$ cat src/rtl/sap1_pkg.sv
// Shared SAP-1 constants and the program-memory loader state encoding.
package sap1_pkg;

    // Address and word widths shared by the MAR, program counter and RAM.
    localparam int ADDR_W = 4;
    localparam int DATA_W = 8;
    localparam int DEPTH  = 2 ** ADDR_W;

    // Loader FSM states.
    typedef enum logic [1:0] {
        IDLE = 2'd0,
        LOAD = 2'd1,
        DONE = 2'd2
    } load_state_e;

endpackage

$ cat src/rtl/sap1_ram_array.sv
// 2**AW x DW register array: one synchronous write port, synchronous
// whole-array clear, asynchronous read.
module sap1_ram_array
    import sap1_pkg::*;
#(
    parameter int AW = ADDR_W,
    parameter int DW = DATA_W
) (
    input  logic          clock,
    input  logic          clear,
    input  logic          we,
    input  logic [AW-1:0] waddr,
    input  logic [DW-1:0] wdata,
    input  logic [AW-1:0] raddr,
    output logic [DW-1:0] rdata
);

    logic [DW-1:0] mem_q [2**AW];

    // Clear-or-write storage update.
    // NOTE: every word is cleared on reset because the bus must read 0 after
    // reset; a cleared array cannot map onto a plain RAM macro, so it stays flops.
    always_ff @(posedge clock) begin
        if (clear) begin
            for (int i = 0; i < 2**AW; i++) begin
                mem_q[i] <= '0;
            end
        end else if (we) begin
            mem_q[waddr] <= wdata;
        end
    end

    // Zero-latency read: the addressed word is visible in the same cycle.
    assign rdata = mem_q[raddr];

endmodule

$ cat src/rtl/sap1_program_memory.sv
// SAP-1 16x8 program/data RAM. Run mode reads mem[address] onto the W bus
// when enable_out is low; program mode fills the array from address 0 over
// a valid/ready byte stream.
module sap1_program_memory
    import sap1_pkg::*;
(
    input  logic              clock,
    input  logic              reset,
    input  logic [ADDR_W-1:0] address,
    input  logic              enable_out,
    output logic [DATA_W-1:0] to_BUS,
    output logic              bus_drive,
    input  logic              prog_mode,
    input  logic              prog_valid,
    input  logic [DATA_W-1:0] prog_data,
    output logic              prog_ready,
    output logic              prog_done,
    output logic [ADDR_W:0]   prog_count
);

    localparam logic [ADDR_W-1:0] LAST_ADDR = ADDR_W'(DEPTH - 1);

    load_state_e         state_q;
    logic [ADDR_W-1:0]   ptr_q;
    logic [ADDR_W-1:0]   ptr_d;
    logic [ADDR_W:0]     count_q;
    logic [ADDR_W:0]     count_d;
    logic                ready_q;
    logic                done_q;
    logic                write_en;
    logic [DATA_W-1:0]   rd_data;

    // A byte is accepted only while loading and while prog_mode is still high;
    // prog_mode falling wins over a simultaneous valid byte.
    assign write_en = ready_q && prog_valid && prog_mode;
    assign ptr_d    = ptr_q + ADDR_W'(1);
    assign count_d  = count_q + (ADDR_W + 1)'(1);

    sap1_ram_array #(
        .AW (ADDR_W),
        .DW (DATA_W)
    ) u_ram (
        .clock (clock),
        .clear (reset),
        .we    (write_en),
        .waddr (ptr_q),
        .wdata (prog_data),
        .raddr (address),
        .rdata (rd_data)
    );

    // Loader FSM with registered ready/done flags, pointer and word count.
    // NOTE: sequential state uses non-blocking assignments so every register
    // samples pre-edge values regardless of statement order.
    always_ff @(posedge clock) begin
        if (reset) begin
            state_q <= IDLE;
            ptr_q   <= '0;
            count_q <= '0;
            ready_q <= 1'b0;
            done_q  <= 1'b0;
        end else if (!prog_mode) begin
            // Leaving program mode aborts any load; written words and the
            // count are kept until the next LOAD entry.
            state_q <= IDLE;
            ready_q <= 1'b0;
            done_q  <= 1'b0;
        end else begin
            case (state_q)
                IDLE: begin
                    state_q <= LOAD;
                    ptr_q   <= '0;
                    count_q <= '0;
                    ready_q <= 1'b1;
                end
                LOAD: begin
                    if (write_en) begin
                        ptr_q   <= ptr_d;
                        count_q <= count_d;
                        if (ptr_q == LAST_ADDR) begin
                            state_q <= DONE;
                            ready_q <= 1'b0;
                            done_q  <= 1'b1;
                        end
                    end
                end
                DONE: begin
                    // Array full; further bytes are ignored until prog_mode drops.
                    state_q <= DONE;
                end
                default: begin
                    state_q <= IDLE;
                    ready_q <= 1'b0;
                    done_q  <= 1'b0;
                end
            endcase
        end
    end

    assign bus_drive = !enable_out && !prog_mode && (state_q == IDLE);

    // Bus gating: drive the addressed word only when the bus is granted.
    // NOTE: the output gets a default first so no path leaves it unassigned,
    // which would otherwise infer a latch.
    always_comb begin
        to_BUS = '0;
        if (bus_drive) begin
            to_BUS = rd_data;
        end
    end

    assign prog_ready = ready_q;
    assign prog_done  = done_q;
    assign prog_count = count_q;

endmodule

$ cat config.mk
export PLATFORM = sky130hd
export DESIGN_NAME = sap1_program_memory
export DESIGN_NICKNAME = d
export VERILOG_FILES = /design/src/rtl/sap1_pkg.sv /design/src/rtl/sap1_ram_array.sv /design/src/rtl/sap1_program_memory.sv
export SDC_FILE = /design/constraint.sdc
export NUM_CORES = 1
export LEC_CHECK = 0
export ABC_AREA = 0
export BUFFER_PORTS_ARGS = -buffer_cell sky130_fd_sc_hd__buf_2
export CELL_PAD_IN_SITES_DETAIL_PLACEMENT = 1
export CELL_PAD_IN_SITES_GLOBAL_PLACEMENT = 2
export CORE_MARGIN = 4
export CORE_UTILIZATION = 48
export DETAILED_ROUTE_END_ITERATION = 12
export GPL_ROUTABILITY_DRIVEN = 0
export GPL_TIMING_DRIVEN = 1
export HOLD_SLACK_MARGIN = 0.12
export PLACE_DENSITY = 0.94
export SYNTH_ARGS = -nofsm -noshare
export SYNTH_HDL_FRONTEND = slang
export SYNTH_HIERARCHICAL = 1
export SYNTH_SLANG_ARGS = --single-unit
$ cat constraint.sdc
create_clock -name clock -period 4.55 [get_ports clock]
set_clock_uncertainty 0.1 [all_clocks]
set_input_delay 0.455 -clock clock [delete_from_list [all_inputs] [get_ports clock]]
set_output_delay 0.455 -clock clock [all_outputs]
set_load 0.01 [all_outputs]
* Yosys cells after proc, flatten, opt, wreduce, memory -nomap -nowiden
Memories as Yosys holds them, arrays and structs flattened.
Index checks and enable logic that the tools add are counted.
Widths: inputs -> output; s select.
** Word-level totals
- Input port bits :: 17
- Memory bits (writable) :: 128
- Memories :: 1
- Register bits after elaboration :: 13
** Memory list
- u_ram.mem_q :: words 16, bits a word 8, rd ports 1, clocked after Yosys merged registers in 0, write ports 16, RTL line sap1_ram_array.sv:18 : logic [DW-1:0] mem_q [2**AW];
** Operators by class
- Equal/unequal tests :: 5
- Reduce and logical (&&, ||, !) cells :: 15
- Bitwise gates (word level) :: 3
- Add/subtract/negate cells :: 2
- Multiplexer cells :: 22
** Operator list (count)
- $mux 8 :: 2
- $mux 1 :: 10
- $pmux 5 s2 :: 1
- $reduce_and 3->1 :: 3
- $mux 4 :: 2
- $pmux 4 s2 :: 1
- $reduce_or 8->1 :: 1
- $pmux 2 s3 :: 1
- $add 5x1->5 const B :: 1
- $mux 5 :: 1
- $add 4x1->4 const B :: 1
- $eq 4x4->1 const B :: 1
- $logic_and 1x1->1 :: 4
- $mux 2 :: 2
- $reduce_or 2->1 :: 2
- $not 1->1 :: 3
- $pmux 1 s3 :: 1
- $eq 2x1->1 const B :: 1
- $eq 2x2->1 const B :: 1
- $logic_not 1->1 :: 2
- $logic_not 2->1 :: 1
- $ne 2x1->1 const B :: 1
- $ne 2x2->1 const B :: 1
- $pmux 1 s2 :: 1
- other kinds (2) :: 2

* Depth between registers and ports, before layout
Gate-level depths: netlist (run 1).
- Word-level depth :: 7
- Depth in mapped cells :: 6
- Mapped depth without buffers :: 5

* Modules after synthesis
The synthesis (run 1) kept the hierarchy.
** Modules (own cells, without submodules)
- sap1_ram_array :: cells each 375, instances 1, area each 5861.9 sq um, seq. area each 3843.7 sq um
- sap1_program_memory :: cells each 91, instances 1, area each 758.2 sq um, seq. area each 260.2 sq um

* Worst setup path after synthesis (run 1)
No wires, ideal clock.
- Path type :: input-to-output
- From :: in address[0]
- To :: out to_BUS[5]
- Path buffers :: 2
- Stages :: 6
- Required time :: 3995 ps
- Data arrival time :: 1768 ps
- Setup slack :: 2227 ps
- Cell sequence :: buf_2 > buf_2 > mux4_2 > a22oi_1 > nand2_1 > and2_1
** On the way
- Longest elaborated chain between the ends :: 2
** RTL lines
- from (decl) :: RTL line sap1_program_memory.sv:9 : input logic [ADDR_W-1:0] address,
- $mem_v2 16x8
- via rd_data[5] :: RTL line sap1_program_memory.sv:31 : logic [DATA_W-1:0] rd_data;
- $mux 8 :: RTL line sap1_program_memory.sv:107 : if (bus_drive) begin
- to (decl) :: RTL line sap1_program_memory.sv:11 : output logic [DATA_W-1:0] to_BUS,
The timed path passes the listed nets, and every way through them passes these cells.

* Worst setup path after layout (run 1)
- From :: in address[0]
- To :: out to_BUS[6]
The elaborated chain is that of the path after synthesis.

==> results of run 1 <==
==> state kept, by name, indices dropped and copies added, names as in the netlist <==
register and flops:
prog_count 5, prog_done 1, prog_ready 1, ptr_q 4, state_q 2, u_ram/mem_q 128
==> worst paths after layout <==
check,end,slack (ns),depth (start not counted)
max,to_BUS[6],1.41,7
min,prog_done,0.37,2
max reg2reg,u_ram/mem_q[0][4],1.92,4
min reg2reg,prog_done,0.37,2
==> routing by layer <==
layer  up-vias  wire length, um  GRT usage
met5         -                0          0
met2        95             8130      0.361
li1       1789                -          -
met3        17              673     0.0503
met4         0              202     0.0625
met1      2049             6770      0.263
==> critical path, stage by stage <==
cell and delay (ns):
buf_2 0.74, buf_4 0.27, mux4_2 0.49, a22oi_1 0.26, nand2_1 0.07, and2_1 0.14
buf_2 0.13
==> final cells by class <==
class                   count  area [um^2]  area share
flip-flops and latches    141         4100       0.550
multi-input cells         299         2410       0.324
clock buffers              19          433      0.0581
well taps                 176          220      0.0295
repair buffers             34          175      0.0235
clock inverters            11          103      0.0138
inverters                   2         7.51     0.00101
==> through the flow <==
step	area [um^2]	setup slack [ns]	std cells	hold WS (ns)	util
finish	7460	1.41	682	0.371	0.556
global placement	6920	1.41	652	0.365	0.516
floorplan	6620	2.23	466	0.355	-
CTS	7450	1.32	682	0.377	0.556
global route	7460	1.18	682	0.428	0.556
detailed placement	6920	1.32	652	0.375	0.516
==> cells in the mapped netlist (4+ instances only) <==
| cell | instances |
|---|---|
| mux4_2 | 32 |
| edfxtp_1 | 128 |
| a22oi_1 | 16 |
| nor2_1 | 13 |
| ha_1 | 5 |
| nor2b_1 | 4 |
| nand3_1 | 15 |
| a21oi_1 | 6 |
| dfxtp_1 | 13 |
| buf_1 | 4 |
| clkbuf_1 | 16 |
| and2_1 | 137 |
| or2_2 | 18 |
| nand2b_1 | 4 |
| a31oi_1 | 4 |
| nand2_1 | 14 |
==> logic make-up after synthesis <==
group	Yosys count	synth area share
flops	141	0.620
compound gates	30	0.0304
fa+ha+maj	5	0.00945
mux	36	0.115
simple gates	228	0.209
buf+inv	26	0.0163
==> power groups by stage <==
stage                     clock network [W]  registers [W]  logic [W]
after floorplan                           0        0.00148   0.000121
after global placement                    0        0.00149   0.000175
after detailed placement                  0        0.00149   0.000183
after CTS                           0.00129        0.00147   0.000185
after global routing                0.00136        0.00147   0.000198
final                               0.00127        0.00147   0.000182
==> flow_metrics.tcl, run 1 <==
set metrics [dict create \
    power.leakage_nw 2.75 \
    final_hold_viol_count 0 \
    timing.rr.start "prog_ready" \
    port_buffers 32 \
    netlist_top_cells_area "edfxtp_1 58%, and2_1 13%, mux4_2 11%" \
    cts_buffers 17 \
    end_kind "primary output" \
    grt_max_degree 33 \
    crit_start "address[0]" \
    worstPathArrival_ns 2.59 \
    hold_path.class "reg -> reg" \
    power.switching_w 0.000613 \
    yosys.area.top_type_share 0.581 \
    ant_nets 0 \
    hold_start "prog_done" \
    cts_tree "yes" \
    gr-total-overflow 0 \
    path_clk_slew_ns 0.05 \
    dp_hpwl_um 10500 \
    wl_per_cell_um 23.1 \
    grt_pass1_wl_um 24800 \
    switching_share 0.210 \
    outcome "finished clean" \
    final_cell_mix "137 x and2_1, 128 x edfxtp_1, 32 x buf_2, 32 x mux4_2, 18 x or2_2" \
    area_delta_synth_final_pct 12.6 \
    drtIter0Drc 339 \
    maxCapViolations 0 \
    ys_ff_latch 141 \
    worst-path-max-fanout 29 \
    antenna_found_initial 0 \
    die_area_um2 15700 \
    fin_total_pwr_w 0.00292 \
    syn-cell-area_um2 6620 \
    slew_headroom 0.331 \
    synth_edf_count 128 \
    syn_nets 488 \
    syn_inst 466 \
    drc 0 \
    fin_setup_tns_ns 0 \
    tightest_slew_ns 1.00 \
    ys_warn_count 6 \
    drive_gt1_frac 0.227 \
    timing_worst_setup_path_type "in -> out" \
    cts_setup_buffers 0 \
    via_per_inst 5.79 \
    clock.fmax_mhz 318 \
    intPower_w 0.00231 \
    async_flop_share 0 \
    syn_avg_cell_area_um2 14.2 \
    ir_drop_mv 0.232 \
    critical_path.startpoint_type "input port" \
    vias 3950 \
    power_frac_seq 0.502 \
    clock_latency_ns 0.42 \
    clockRootBuffer "clkbuf_16" \
    final_common_cell "and2_1" \
    die_w_um 125 \
    setup_viol 0 \
    netlist-cell-type-count 37 \
    pwr-share-comb 0.062 \
    antenna-diode-count 0 \
    drv_slew 0 \
    nets 517 \
    ios 33 \
    htree_num_levels 4 \
    power_frac_clock 0.435 \
    die_h_um 125 \
    fin_crit_sh 0.691 \
    cts.path.max_buffers 2 \
    fp.coreArea_um2 13400 \
    cts.hold.buffers_added 0 \
    fill_cells 1319 \
    wl_um 15800 \
    grt_use_total 0.209 \
    yosysSeqAreaShare 0.620 \
    drt-pass1-iter-count 4 \
    cts_resized 0 \
    required_ns 3.99 \
    pwr_density_cell_nw_per_um2 392 \
    num_rows 42 \
    rsz0062_at_grt "no" \
    grt_pass1_vias 4296 \
    synth_ff_type "edfxtp_1" \
    initial_utilization 0.494 \
    synth.largest_area_cell "edfxtp_1" \
    cts_sinks 141 \
    period_needed_ns 3.14 \
]
Power figures use the tool's default switching activity.
==> run 2, diff against run 1 <==
- CORE_UTILIZATION: 48 -> 44
- PLACE_DENSITY: 0.94 -> 0.88
- clock period: 4.55 -> 3 ns (I/O delays scaled with it)
==> run 2 against run 1 <==
Final cell count grew 3.5%. Largest power group is now clock. Worst setup slack lost 0.88 ns. Via count grew 0.99%. Critical path type is now reg -> out. Sequential share of layout area shrank 1.9 points. Sequential power grew 52%. Hold slack lost 0.15 ns. Critical path depth shrank 2.
==> flow_metrics.tcl, run 2 (same netlist as run 1, synthesis figures left out) <==
set metrics [dict create \
    multi_input_area_um2 2410 \
    cts_setup_buffers 0 \
    area_delta_synth_final_pct 16.6 \
    max_stage_delay_ns 0.52 \
    dpl.cell_count 674 \
    cts_buffers 17 \
    cts.hold.buffers_added 0 \
    dp_hpwl_um 10700 \
    drive_gt1_frac 0.259 \
    wl_per_cell_um 22.7 \
    drtIter0Drc 376 \
    port_buffers 32 \
    hold_path.class "in -> reg" \
    fill_cells 1443 \
    worst-path-max-fanout 1 \
    place_area_um2 7040 \
    ant_nets 0 \
    end_kind "primary output" \
    wl_um 16000 \
    initial_utilization 0.452 \
    final_common_cell "and2_1" \
    critical_path.startpoint_type "flip-flop" \
    nets 531 \
    drv_slew 0 \
    clock.fmax_mhz 405 \
    rsz0062_at_grt "no" \
    drc 0 \
    fin_setup_tns_ns 0 \
    final_hold_viol_count 0 \
    vias 3989 \
    grt_pass1_wl_um 24900 \
    grt_max_degree 33 \
    cpMaxStageDelayCell "mux4_2" \
    regArea_um2 4100 \
    ir_drop_mv 0.402 \
    path_clk_slew_ns 0.06 \
    hold_start "prog_valid" \
    slew_headroom 0.577 \
    utilization 0.527 \
    via_per_inst 5.65 \
    clock_latency_ns 0.43 \
    gr-total-overflow 0 \
    ff2ff_path_depth 4 \
    fin_crit_sh 0.824 \
    die_w_um 131 \
    drt-pass1-iter-count 5 \
    crit_family "multiplexers" \
    timing.rr.start "prog_ready" \
    num_rows 44 \
    die_area_um2 17100 \
    power.leakage_nw 2.89 \
    rr_endpoint "u_ram/mem_q[0][6]" \
    cts_tree "yes" \
    worstPathArrival_ns 2.07 \
    grt_use_total 0.203 \
    timing_worst_setup_path_type "reg -> out" \
    ios 33 \
    grt_pass1_vias 4291 \
    largest_register_ffs 128 \
    outcome "finished clean" \
    top_register "u_ram/mem_q" \
    place_ws_ns 0.552 \
    maxCapViolations 0 \
    cts_resized 0 \
    required_ns 2.60 \
    timing.critical_path.buf_inv 1 \
    antenna-diode-count 0 \
    clockRootBuffer "clkbuf_16" \
    tightest_slew_ns 0.634 \
    min_to "prog_count[2]" \
    period_needed_ns 2.47 \
    setup_viol 0 \
    die_h_um 131 \
    pwr_density_cell_nw_per_um2 632 \
    worst_slack_ns 0.529 \
    finalNonFillerCells 706 \
    r2r_slack_ns 0.67 \
    cts.path.max_buffers 2 \
    cts_sinks 141 \
    design_area_um2 7720 \
    antenna_found_initial 0 \
    htree_num_levels 4 \
    crit_chain "mux4_2, a22oi_1, nand2_1, and2_1, buf_2" \
    hold_depth 4 \
    final_cell_mix "137 x and2_1, 128 x edfxtp_1, 32 x buf_2, 32 x mux4_2, 18 x or2_2" \
    fp.coreArea_um2 14600 \
]
-- run 2: per-stage QoR --
| stage | hold WS [ns] | total power, W |
|---|---|---|
| after floorplan | 0.355 | 0.00244 |
| after CTS | 0.206 | 0.00492 |
| after global routing | 0.217 | 0.00504 |
| final | 0.217 | 0.00488 |
| after detailed placement | 0.372 | 0.00255 |
| after global placement | 0.359 | 0.00254 |
-- run 2: worst reg2reg max path, stage by stage, from the launching register on --
cell,delay (ns)
dfxtp_1,0.39
and3_1,0.19
or4b_4,0.53
nor3_2,0.44
or2_2,0.37
-- run 2: final cells by class --
| cell class | count | area share |
|---|---|---|
| Clock buffer | 20 | 0.0592 |
| Inverter | 2 | 0.000973 |
| Clock inverter | 12 | 0.0281 |
| Tap cell | 184 | 0.0298 |
| Timing Repair Buffer | 48 | 0.0379 |
| Multi-Input combinational cell | 299 | 0.312 |
| Sequential cell | 141 | 0.532 |
-- run 2: worst max-delay path by stage --
| stage | start | endpoint | slack [ns] | cells past startpoint |
|---|---|---|---|---|
| 2_1_floorplan | prog_ready | u_ram/mem_q[0][0] | 0.75 | 5 |
| 3_3_place_gp | address[0] | to_BUS[3] | 0.57 | 7 |
| 3_5_place_dp | address[0] | to_BUS[3] | 0.55 | 7 |
| 4_1_cts | u_ram/mem_q[10][0] | to_BUS[0] | 0.52 | 5 |
| 5_1_grt | address[0] | to_BUS[3] | 0.47 | 7 |
| 6_report | u_ram/mem_q[11][2] | to_BUS[2] | 0.53 | 5 |
-- run 2: per-layer routing --
metal | part of all wire | up-vias | routed length (um) | GRT usage
met5 | 0 | - | 0 | 0
met3 | 0.044 | 14 | 708 | 0.0496
met4 | 0.013 | 0 | 216 | 0.0641
met2 | 0.52 | 112 | 8330 | 0.345
li1 | - | 1809 | - | -
met1 | 0.42 | 2054 | 6780 | 0.259
-- run 2: power by group --
group / internal, W / switching [W] / total, W
clock network: 0.00160 / 0.000775 / 0.00237
registers: 0.00220 / 0.0000244 / 0.00223
logic: 0.000111 / 0.000171 / 0.000281
total: 0.00391 / 0.000970 / 0.00488
==> run 3, diff against run 2 <==
- ABC_AREA: 0 -> 1
- CORE_UTILIZATION: 44 -> 38
- PLACE_DENSITY: 0.88 -> 0.89
- clock period: 3 -> 2.35 ns (I/O delays scaled with it)
==> run 3 against run 2 <==
Synthesized cell count up 80%. Non-clock buffer count up 10. Count of clock-buffer cells in the layout down 1. Hold slack worse by 0.036 ns. Critical path type unchanged. Largest cell class unchanged.
==> flow_metrics.tcl, run 3 <==
set metrics [dict create \
    cts.path.max_buffers 2 \
    fin_setup_tns_ns 0 \
    drc 0 \
    rr_endpoint "u_ram/mem_q[13][2]" \
    timing_worst_setup_path_type "reg -> out" \
    power.switching_w 0.00148 \
    grt_pass1_wl_um 32100 \
    ff2ff_path_depth 6 \
    max_stage_delay_ns 0.33 \
    r2r_slack_ns 0.29 \
    die_h_um 144 \
    fill_cells 2157 \
    drive_gt1_frac 0.129 \
    die_w_um 144 \
    period_needed_ns 2.15 \
    antenna_found_initial 0 \
    outcome "finished clean" \
    largest_register_ffs 128 \
    worst-path-max-fanout 8 \
    critical_path.startpoint_type "flip-flop" \
    top_register "u_ram/mem_q" \
    end_kind "primary output" \
    nets 902 \
    crit_family "buffers and inverters" \
    maxCapViolations 0 \
    fin_crit_sh 0.914 \
    pwr_density_cell_nw_per_um2 768 \
    syn_inst 837 \
    crit_top_cell "inv_1" \
    synth.most_common_cell "nand2_1" \
    switching_share 0.234 \
    netlist_top_cells_area "edfxtp_1 54%, nand2_1 11%, nor2_1 7.9%" \
    crit_path_end "to_BUS[2]" \
    syn_nets 859 \
    drt-pass1-iter-count 5 \
    vias 5613 \
    final_cell_mix "212 x nand2_1, 149 x nor2_1, 138 x inv_1" \
    synthTopCellsByCount "212 x nand2_1, 149 x nor2_1, 139 x inv_1" \
    power_frac_clock 0.458 \
    syn-cell-area_um2 7070 \
    port_buffers 32 \
    whs_ns 0.181 \
    regArea_um2 4100 \
    clockRootBuffer "clkbuf_16" \
    grt_max_degree 65 \
    cpMaxStageDelayCell "dfxtp_1" \
    intPower_w 0.00485 \
    crit_chain "inv_1, ha_1, inv_1, nor3_4, inv_2, nor2_1, buf_2" \
    clock.fmax_mhz 465 \
    final_common_cell "nand2_1" \
    yosysSeqAreaShare 0.580 \
    async_flop_share 0 \
    power.leakage_nw 3.82 \
    hold_path.class "in -> reg" \
    area_delta_synth_final_pct 16.4 \
    yosys.area.top_type_share 0.543 \
    drv_slew 0 \
    die_area_um2 20900 \
    via_per_inst 5.00 \
    clock_latency_ns 0.42 \
    multi_input_area_um2 2280 \
    initial_utilization 0.390 \
    fin_total_pwr_w 0.00633 \
    gr-total-overflow 0 \
    cts_tree "yes" \
    htree_num_levels 4 \
    grt_pass1_vias 5852 \
    crit_start "state_q[0]" \
    required_ns 2.02 \
    timing.rr.start "prog_ready" \
    syn_avg_cell_area_um2 8.45 \
    wl_um 20200 \
    timing.critical_path.buf_inv 4 \
    ys_ff_latch 141 \
    num_rows 49 \
    slew_headroom 0.492 \
    ir_drop_mv 0.467 \
    path_clk_slew_ns 0.06 \
    rsz0062_at_grt "no" \
    dp_hpwl_um 13600 \
    grt_use_total 0.208 \
    setup_viol 0 \
    crit_cells 7 \
    fp.coreArea_um2 18100 \
    cts_buffers 17 \
    cts_setup_buffers 0 \
    ios 33 \
    ys_warn_count 6 \
    pwr-share-comb 0.091 \
    synth.largest_area_cell "edfxtp_1" \
    cts_sinks 141 \
    wl_per_cell_um 18.0 \
    synth_edf_count 128 \
    hold_start "prog_valid" \
    synth_ff_type "edfxtp_1" \
    netlist-cell-type-count 25 \
    drtIter0Drc 438 \
    ant_nets 0 \
    antenna-diode-count 0 \
    worstPathArrival_ns 1.81 \
    final_hold_viol_count 0 \
    tightest_slew_ns 0.761 \
    power_frac_seq 0.451 \
]
run 3: cell count changes in the layout (fill, tap and decap cells not counted), sizes merged, moves of 32 or more:
cell   change
nand3     +92
nor2     +136
inv      +143
nand2    +216
mux4      -32
and2     -137
run 3: worst min-delay path by stage:
stage                    endpoint  slack (ns)  cells after the start
detailed placement      prog_done        0.34                      2
global route           prog_ready        0.22                      5
global placement        prog_done        0.34                      2
floorplan           prog_count[1]        0.20                      1
CTS                 prog_count[1]        0.17                      5
finish              prog_count[1]        0.18                      5
run 3: area by class of cell:
type                            instances  area share
Clock buffer                           19      0.0526
Clock inverter                         13      0.0237
Inverter                              144      0.0659
Multi-Input combinational cell        518       0.277
Sequential cell                       141       0.498
Tap cell                              229      0.0348
Timing Repair Buffer                   58      0.0480
run 3: cells by family (layout without fill, tap and decap cells):
family	count (synthesis)	after routing	synth area share
adder cells (fa/ha/maj)	5	5	0.00884
flip-flops	141	141	0.580
buffers and inverters	178	234	0.0987
AND/OR/NAND/NOR	497	497	0.301
AO/OA/AOI/OAI	16	16	0.0113
run 3: metal layers:
metal	vias up	GRT usage	part of all wire
met1	2779	0.243	0.41
met4	0	0.0722	0.023
met5	-	0	0
met3	27	0.0403	0.032
met2	101	0.379	0.53
li1	2706	-	-
run 3: worst min-delay path, delay by kind of cell:
kind,cells,cell delay (ns)
simple gates,3,0.26
buf+inv,1,0.10
compound gates,1,0.05
run 3: repair_timing:
item                                   CTS  global route
setup endpoints to repair                8             4
endpoints found under the hold margin    5             0
hold buffers                             1             0
gates resized for setup                  1             1
run 3: per-stage QoR:
| stage | utilization | std cells | area, um^2 | setup slack (ns) |
|---|---|---|---|---|
| 2_1_floorplan | - | 837 | 7070 | 0.562 |
| 3_3_place_gp | 0.418 | 1089 | 7590 | 0.317 |
| 3_5_place_dp | 0.418 | 1089 | 7590 | 0.274 |
| 4_1_cts | 0.454 | 1122 | 8240 | 0.0703 |
| 5_1_grt | 0.454 | 1122 | 8240 | 0.0517 |
| 6_report | 0.454 | 1122 | 8240 | 0.201 |
run 3: power groups by stage:
stage | clock network, W | logic [W] | registers [W]
floorplan | 0 | 0.000373 | 0.00290
global placement | 0 | 0.000568 | 0.00290
detailed placement | 0 | 0.000576 | 0.00291
CTS | 0.00295 | 0.000584 | 0.00285
global route | 0.00307 | 0.000646 | 0.00286
finish | 0.00290 | 0.000575 | 0.00285
